$ cat config.mk
export PLATFORM = sky130hd
export DESIGN_NAME = decoder_scan_ctrl
export DESIGN_NICKNAME = d
export VERILOG_FILES = /design/src/rtl/decoder_scan_ctrl_pkg.sv /design/src/rtl/decoder_scan_ctrl_slot_picker.sv /design/src/rtl/decoder_scan_ctrl.sv
export SDC_FILE = /design/constraint.sdc
export NUM_CORES = 1
export LEC_CHECK = 0
export BUFFER_PORTS_ARGS = -buffer_cell sky130_fd_sc_hd__buf_2
export CORE_MARGIN = 4
export CORE_UTILIZATION = 47
export DETAILED_ROUTE_END_ITERATION = 6
export GPL_TIMING_DRIVEN = 0
export PLACE_DENSITY_LB_ADDON = 0.2
export SLEW_MARGIN = 30
export SYNTH_ARGS = -nofsm -noshare
export SYNTH_HDL_FRONTEND = slang
export SYNTH_SLANG_ARGS = --single-unit
$ cat constraint.sdc
create_clock -name clock -period 1.9 [get_ports clock]
set_input_delay 0.38 -clock clock [delete_from_list [all_inputs] [get_ports clock]]
set_output_delay 0.38 -clock clock [all_outputs]
set_load 0.01 [all_outputs]
$ cat src/rtl/decoder_scan_ctrl_pkg.sv
// Shared definitions for the decoder scan sequencer: slot geometry, FSM encoding,
// and the dwell/blank counter sizing helper.
package decoder_scan_ctrl_pkg;

  localparam int SLOT_W    = 2;
  localparam int NUM_SLOTS = 1 << SLOT_W;

  typedef enum logic [1:0] {
    ST_IDLE  = 2'b00,
    ST_DRIVE = 2'b01,
    ST_GAP   = 2'b10
  } state_t;

  // Counter only ever holds DIV-1 or BLANK-1, so log2 of the larger bound suffices.
  function automatic int cnt_width(input int div, input int blank);
    int m;
    m = (div > blank) ? div : blank;
    if (m < 2) m = 2;
    return $clog2(m);
  endfunction

endpackage

$ cat src/rtl/decoder_scan_ctrl_slot_picker.sv
// Circular priority search over the line mask: returns the first enabled slot
// at (incl=1) or strictly after (incl=0) the current index, wrapping around.
module slot_picker
  import decoder_scan_ctrl_pkg::*;
(
  input  logic [NUM_SLOTS-1:0] mask,
  input  logic [SLOT_W-1:0]    cur,
  input  logic                 incl,
  output logic [SLOT_W-1:0]    next,
  output logic                 valid
);

  logic [SLOT_W-1:0] base;
  logic [SLOT_W-1:0] cand;

  // Scan farthest-first so the nearest enabled slot is the last write and wins.
  always_comb begin
    base = incl ? cur : cur + SLOT_W'(1);
    cand = '0;
    next = cur;
    for (int k = NUM_SLOTS - 1; k >= 0; k--) begin
      cand = base + SLOT_W'(k);
      if (mask[cand]) next = cand;
    end
    valid = |mask;
  end

endmodule

$ cat src/rtl/decoder_scan_ctrl.sv
// Round-robin scan sequencer for a 2-to-4 decoder: drives select {A,B} and the
// active-low enable with a programmable dwell per slot and optional blanking gap.
module decoder_scan_ctrl
  import decoder_scan_ctrl_pkg::*;
#(
  parameter int DIV   = 4,
  parameter int BLANK = 1
) (
  input  logic                 clock,
  input  logic                 reset_b,
  input  logic                 run,
  input  logic [NUM_SLOTS-1:0] mask,
  output logic                 A,
  output logic                 B,
  output logic                 enable,
  output logic                 slot_done,
  output logic                 busy
);

  localparam int CW         = cnt_width(DIV, BLANK);
  localparam int BLANK_M1_I = (BLANK > 0) ? BLANK - 1 : 0;
  localparam logic [CW-1:0] DIV_M1   = CW'(DIV - 1);
  localparam logic [CW-1:0] BLANK_M1 = CW'(BLANK_M1_I);

  state_t            state, state_n;
  logic [SLOT_W-1:0] idx, idx_n;
  logic [SLOT_W-1:0] sel, sel_n;
  logic [CW-1:0]     cnt, cnt_n;
  logic              en_n, done_n, busy_n;

  logic [SLOT_W-1:0] pick;
  logic              pick_vld;
  logic              pick_incl;

  slot_picker u_pick (
    .mask  (mask),
    .cur   (idx),
    .incl  (pick_incl),
    .next  (pick),
    .valid (pick_vld)
  );

  always_ff @(posedge clock or negedge reset_b) begin
    if (!reset_b) begin
      state     <= ST_IDLE;
      idx       <= '0;
      sel       <= '0;
      cnt       <= '0;
      enable    <= 1'b1;
      slot_done <= 1'b0;
      busy      <= 1'b0;
    end else begin
      state     <= state_n;
      idx       <= idx_n;
      sel       <= sel_n;
      cnt       <= cnt_n;
      enable    <= en_n;
      slot_done <= done_n;
      busy      <= busy_n;
    end
  end

  always_comb begin
    state_n   = state;
    idx_n     = idx;
    sel_n     = sel;
    cnt_n     = cnt;
    en_n      = enable;
    pick_incl = (state == ST_IDLE);
    case (state)
      ST_IDLE: begin
        if (run && pick_vld) begin
          sel_n   = pick;
          idx_n   = pick;
          en_n    = 1'b0;
          cnt_n   = DIV_M1;
          state_n = ST_DRIVE;
        end
      end
      ST_DRIVE: begin
        if (cnt != '0) begin
          cnt_n = cnt - CW'(1);
        end else if (!run || !pick_vld) begin
          // Park on the following slot so a later restart continues the rotation.
          en_n    = 1'b1;
          state_n = ST_IDLE;
          if (pick_vld) idx_n = pick;
        end else if (BLANK == 0) begin
          sel_n = pick;
          idx_n = pick;
          cnt_n = DIV_M1;
        end else begin
          en_n    = 1'b1;
          sel_n   = pick;
          idx_n   = pick;
          cnt_n   = BLANK_M1;
          state_n = ST_GAP;
        end
      end
      ST_GAP: begin
        if (cnt != '0) begin
          cnt_n = cnt - CW'(1);
        end else if (run && pick_vld) begin
          en_n    = 1'b0;
          cnt_n   = DIV_M1;
          state_n = ST_DRIVE;
        end else begin
          state_n = ST_IDLE;
        end
      end
      default: begin
        state_n = ST_IDLE;
        en_n    = 1'b1;
      end
    endcase
    // Registered pulse lands in the cycle where the dwell counter reads zero.
    done_n = (state_n == ST_DRIVE) && (cnt_n == '0);
    busy_n = (state_n != ST_IDLE);
  end

  assign A = sel[1];
  assign B = sel[0];

endmodule

Yosys cells after proc, flatten, opt, wreduce, memory -nomap -nowiden

Index checks and enable logic that the tools add are counted.
W data, S select, Z words.

Logic and storage cells: 74
Input bits: 7
Bits in registers: 11

Multiplexer cells: 36
Reductions and logical operators: 14
Equal/unequal tests: 8
Order comparisons: 4
Add/subtract/negate cells: 5

Operators with widths:

| operator              | count |
|---|---|
| $mux W2               | 19 |
| $lt A2 B3 Y1 const B  | 4 |
| $pmux W2 S3           | 2 |
| $bmux W1 S2           | 4 |
| $mux W1               | 8 |
| $ne A2 B2 Y1 const B  | 4 |
| $pmux W2 S2           | 2 |
| $reduce_and A4 Y1     | 2 |
| $reduce_bool A2 Y1    | 3 |
| $add A2 B1 Y2 const B | 2 |
| $add A2 B2 Y2 const B | 2 |
| $eq A2 B1 Y1 const B  | 2 |
| $logic_not A2 Y1      | 2 |
| $reduce_or A4 Y1      | 1 |
| $ne A3 B3 Y1 const B  | 1 |
| $pmux W1 S3           | 1 |
| $eq A2 B2 Y1 const B  | 1 |
| $logic_and A1 B1 Y1   | 2 |
| $logic_not A1 Y1      | 2 |
| $reduce_and A2 Y1     | 1 |
| $sub A2 B1 Y2 const B | 1 |
| $logic_or A1 B1 Y1    | 1 |

Logic depth before layout (Yosys ltp)

Word-level depth: 13
Depth in mapped cells: 8

Modules after synthesis

From an unflattened synthesis, not the netlist that was laid out.

Cell total of the unflattened synthesis: 111
Area total of the unflattened synthesis: 1041.0 sq um

By module, submodules not included:

| module            | cells an instance | seq. area each (sq um) | area each (sq um) | instances |
|---|---|---|---|---|
| decoder_scan_ctrl | 50                | 276.5                  | 598.1             | 1 |
| slot_picker       | 61                | 0.0                    | 442.9             | 1 |

Worst setup path before layout

Ideal clock, no wire load.

Kind: flip-flop to flip-flop
From: register state[0]
To: register sel[0]
Arrival: 1.616 ns
Period minus slack after synthesis: 1.708 ns
Setup time: 0.092 ns
Path slack: 0.192 ns
Path buffers: 0
Cell stages (with the launch flop): 7
Cell sequence: dfrtp_1 or3_1 and2_4 a31oi_1 a21oi_1 a221o_1 o31ai_2

Word-level cells in the longest chain between the ends: 12
Elaborated cells on any way between the ends: 27

RTL lines:

| element                       | RTL line                                         | text |
|---|---|---|
| start: declaration            | decoder_scan_ctrl.sv:25                          | `state_t state, state_n;` |
| start signal: assignment      | decoder_scan_ctrl.sv:53                          | `state <= state_n;` |
| $logic_not A2 Y1              | decoder_scan_ctrl.sv:69, decoder_scan_ctrl.sv:70 |  |
| $mux W2                       | decoder_scan_ctrl_slot_picker.sv:18              | `base = incl ? cur : cur + SLOT_W'(1);` |
| $add A2 B2 Y2                 | decoder_scan_ctrl_slot_picker.sv:22              | `cand = base + SLOT_W'(k);` |
| $bmux W1 S2                   | decoder_scan_ctrl_slot_picker.sv:23              | `if (mask[cand]) next = cand;` |
| $mux W1 (not written as such) | decoder_scan_ctrl_slot_picker.sv:23              |  |
| $mux W2 (4 in series)         | decoder_scan_ctrl_slot_picker.sv:23              |  |
| $mux W2                       | decoder_scan_ctrl.sv:83                          | `end else if (!run \|\| !pick_vld) begin` |
| $mux W2                       | decoder_scan_ctrl.sv:81                          | `if (cnt != '0) begin` |
| $pmux W2 S2                   | decoder_scan_ctrl.sv:70                          | `case (state)` |
| end signal: assignment        | decoder_scan_ctrl.sv:55                          | `sel <= sel_n;` |
| end: declaration              | decoder_scan_ctrl.sv:27                          | `logic [SLOT_W-1:0] sel, sel_n;` |

Parallel ways exist; a longest one is shown, timed or not. The select of a mux whose other input is x is not followed.
A chain may end at the register's enable or synchronous reset.

Final worst setup path

From: register state[1]
To: register sel[0]

The elaborated chain is that of the path after synthesis.

==> flow_summary.toml <==
[status]
status = "complete, no violations"

[global_route]
track_usage_pct = 15.5
gr-total-overflow = 0
grt.busiest_layer = "met2"
grt_use_met2_pct = 24.8
grt_max_degree = 12
globalRouteMet1Util_pct = 21.3
grt_pass1_wl_um = 3110
antenna_found_initial = 0
grt_pass1_vias = 707
grt_use_met3_pct = 2.67

[critical_path]
worst-path-buf-inv = 0
start_kind = "flip-flop"
r2r_start = "state[1]"
path_class = "flip-flop to flip-flop"
cp-end-kind = "flip-flop"
r2r_slack_ps = 20
cpPeakStageDelay_ps = 470
cp_data_required_time_ps = 2070
worstPathArrival_ps = 2050
worstPathMaxFanout = 7
crit_chain = "or3_4, and2_4, a31oi_1, a21oi_1, a221o_1, o31ai_2"
cp_slowest_cell = "dfrtp_2"
worst-path-stages = 6
cp_top_family = "compound AO/OA/AOI/OAI gates"
rr_worst_depth = 6
r2r-end = "sel[0]"

[timing]
hold_ws_ps = 485
period_share_pct = 98.7
setup_slack_ps = 24.5
grt_setup_unrepaired = "true"
fmax_mhz = 533
skew_ps = 5.10
min_period_ps = 1880
setup_viol = 0
worstMarginPinSlew_ps = 448
slew_viol_final = 0
relSlewSlack_pct = 69.9
hold_violations = 0

[logic_synthesis]
synth_cell_type_count = 32
avgSynthCellArea_um2 = 7.81
yosysTopAreaCell = "dfrtp_1"
synthesis.area_um2 = 851
yosysSeqAreaShare_pct = 32.5
yosys_warnings = 0
synthCells = 109
synth_top_area_share_pct = 29.4
yosys-top-cells-area = "dfrtp_1 29%, a21oi_1 5.3%, nand2_1 4.9%"
synthesis.nets = 116
synth_seq_cells = 11

[detailed_routing]
drc = 0
vias_per_cell = 5.83
via_count = 892
drt_iter0_markers = 33
wl_per_cell_um = 13.4
drt_wl_total_um = 2050
detail-route-antenna-nets = 0
first_pass_iters = 4

[clock_tree]
insertion_delay_ps = 260
root_buffer = "clkbuf_4"
cts_sinks = 11
numCtsBuffers = 3
clk_pin_slew_ps = 70
cts_buffer_depth = 2
cts_tree = "done"
htreeDepth = 1

[cells_and_area]
post-route-util_pct = 60.6
nNetsFinal = 136
design_area_um2 = 1050
drive_gt1_share_pct = 28.1
area_growth_pct = 22.9
stdcell_count = 153
antenna_cells = 0

[hold_path]
hold_depth = 2
hold_class = "flip-flop to flip-flop"
hp-start = "sel[0]"
hold_end = "sel[0]"

[placed_design]
place_congestion = 0.906
port_buffers = 10
placed_cell_area_um2 = 932
post-place-cells = 144
hpwl_um = 1380
pre_cts_slack_ps = 4.90

[power_and_ir_drop]
p_leak_nw = 0.431
power_density_nw_per_um2 = 1760
peakVddDrop_uv = 905

[die]
ios = 12
core_um2 = 1730
initial_core_util_pct = 49.3
rows = 15
die_h_um = 50.5
die_area_um2 = 2550
die_w_um = 50.5

[flow_run]
drv_cap = 0
sequential cells by signal (all words and copies together), names as in the netlist:
register	count
slot_done	1
busy	1
sel	2
enable	1
idx	2
cnt	2
state	2
repair_timing:
action | CTS | global route
pin swaps | 0 | 10
hold buffers | 1 | 0
endpoints found under the hold margin | 10 | 0
setup endpoints to repair | 1 | 4
setup buffers | 0 | 4
resized for setup | 1 | 13
stage by stage:
stage                     setup TNS, ps  power, mW
after global placement                0       1.47
after floorplan                       0       1.25
after CTS                             0       1.65
after global routing               -103       1.99
after detailed placement              0       1.48
final                                 0       1.84
layout by cell type, fill, tap and decap left out, drive strengths merged, types with 3 or more instances in the layout:
| cell | n |
|---|---|
| nor3 | 6 |
| o21ai | 7 |
| a21oi | 9 |
| clkbuf | 7 |
| a211oi | 5 |
| buf | 19 |
| a31oi | 4 |
| mux2i | 4 |
| dfrtp | 10 |
| nor2b | 6 |
| nand2 | 11 |
| nand2b | 3 |
| nor2 | 11 |
kinds of logic (layout without fill, tap and decap cells):
kind of cell / count (synthesis) / count (layout) / share of synthesized area [%]
buf+inv: 10 / 29 / 5.15
flops: 11 / 11 / 32.5
compound gates: 36 / 36 / 28.5
mux: 4 / 4 / 4.71
simple gates: 48 / 48 / 29.1
layout make-up:
type                       instances  area, um2
tap                               25       31.3
timing repair buffer              15       90.1
inverter                           2       7.51
multi-input combinational         88        574
sequential                        11        279
buffer                             8       37.5
clock buffer                       4       26.3
fill                             159        681
metal layers:
layer	vias up	wire, um	share of wire, %
li1	441	-	-
met1	418	923	45
met2	27	981	48
met3	6	110	5.4
met4	0	29	1.4
met5	-	0	0
Yosys cell counts:
| library cell | number |
|---|---|
| nand2b_1 | 3 |
| o211ai_1 | 1 |
| a21boi_0 | 1 |
| o21ai_2 | 1 |
| a221o_1 | 2 |
| dfrtp_1 | 10 |
| nor3b_1 | 2 |
| o31ai_2 | 1 |
| o211a_1 | 1 |
| or3_1 | 2 |
| nor2_1 | 11 |
| a211oi_1 | 5 |
| nor4_1 | 2 |
| a31oi_1 | 4 |
| inv_1 | 2 |
| a311oi_1 | 1 |
| nor2b_1 | 6 |
| mux2i_1 | 4 |
| nand2_1 | 11 |
| clkbuf_1 | 3 |
| and2_1 | 1 |
| dfstp_2 | 1 |
| or4b_1 | 1 |
| or2_2 | 1 |
| o311ai_0 | 2 |
| a21oi_1 | 9 |
| nor3_1 | 6 |
| nand3b_1 | 1 |
| buf_2 | 5 |
| o22ai_1 | 2 |
| o21ai_0 | 6 |
| and2_4 | 1 |
power breakdown:
group / switching [mW] / internal, mW
Combinational: 0.649 / 0.553
Sequential: 0.124 / 0.365
Clock: 0.0710 / 0.0811
worst max path at each step:
stage	startpoint	end	slack (ps)
3_5_place_dp	state[0]	sel[0]	5
2_1_floorplan	state[0]	sel[0]	190
4_1_cts	state[0]	sel[0]	1
3_3_place_gp	state[0]	sel[0]	10
6_report	state[1]	sel[0]	20
5_1_grt	idx[0]	sel[1]	-60
worst reg2reg max path, delay by kind of cell, from the launching register on:
family / cells / cell delay [ps]
flops: 1 / 470
simple gates: 2 / 540
compound gates: 4 / 780
No activity file was read; power rests on OpenSTA's default activity.
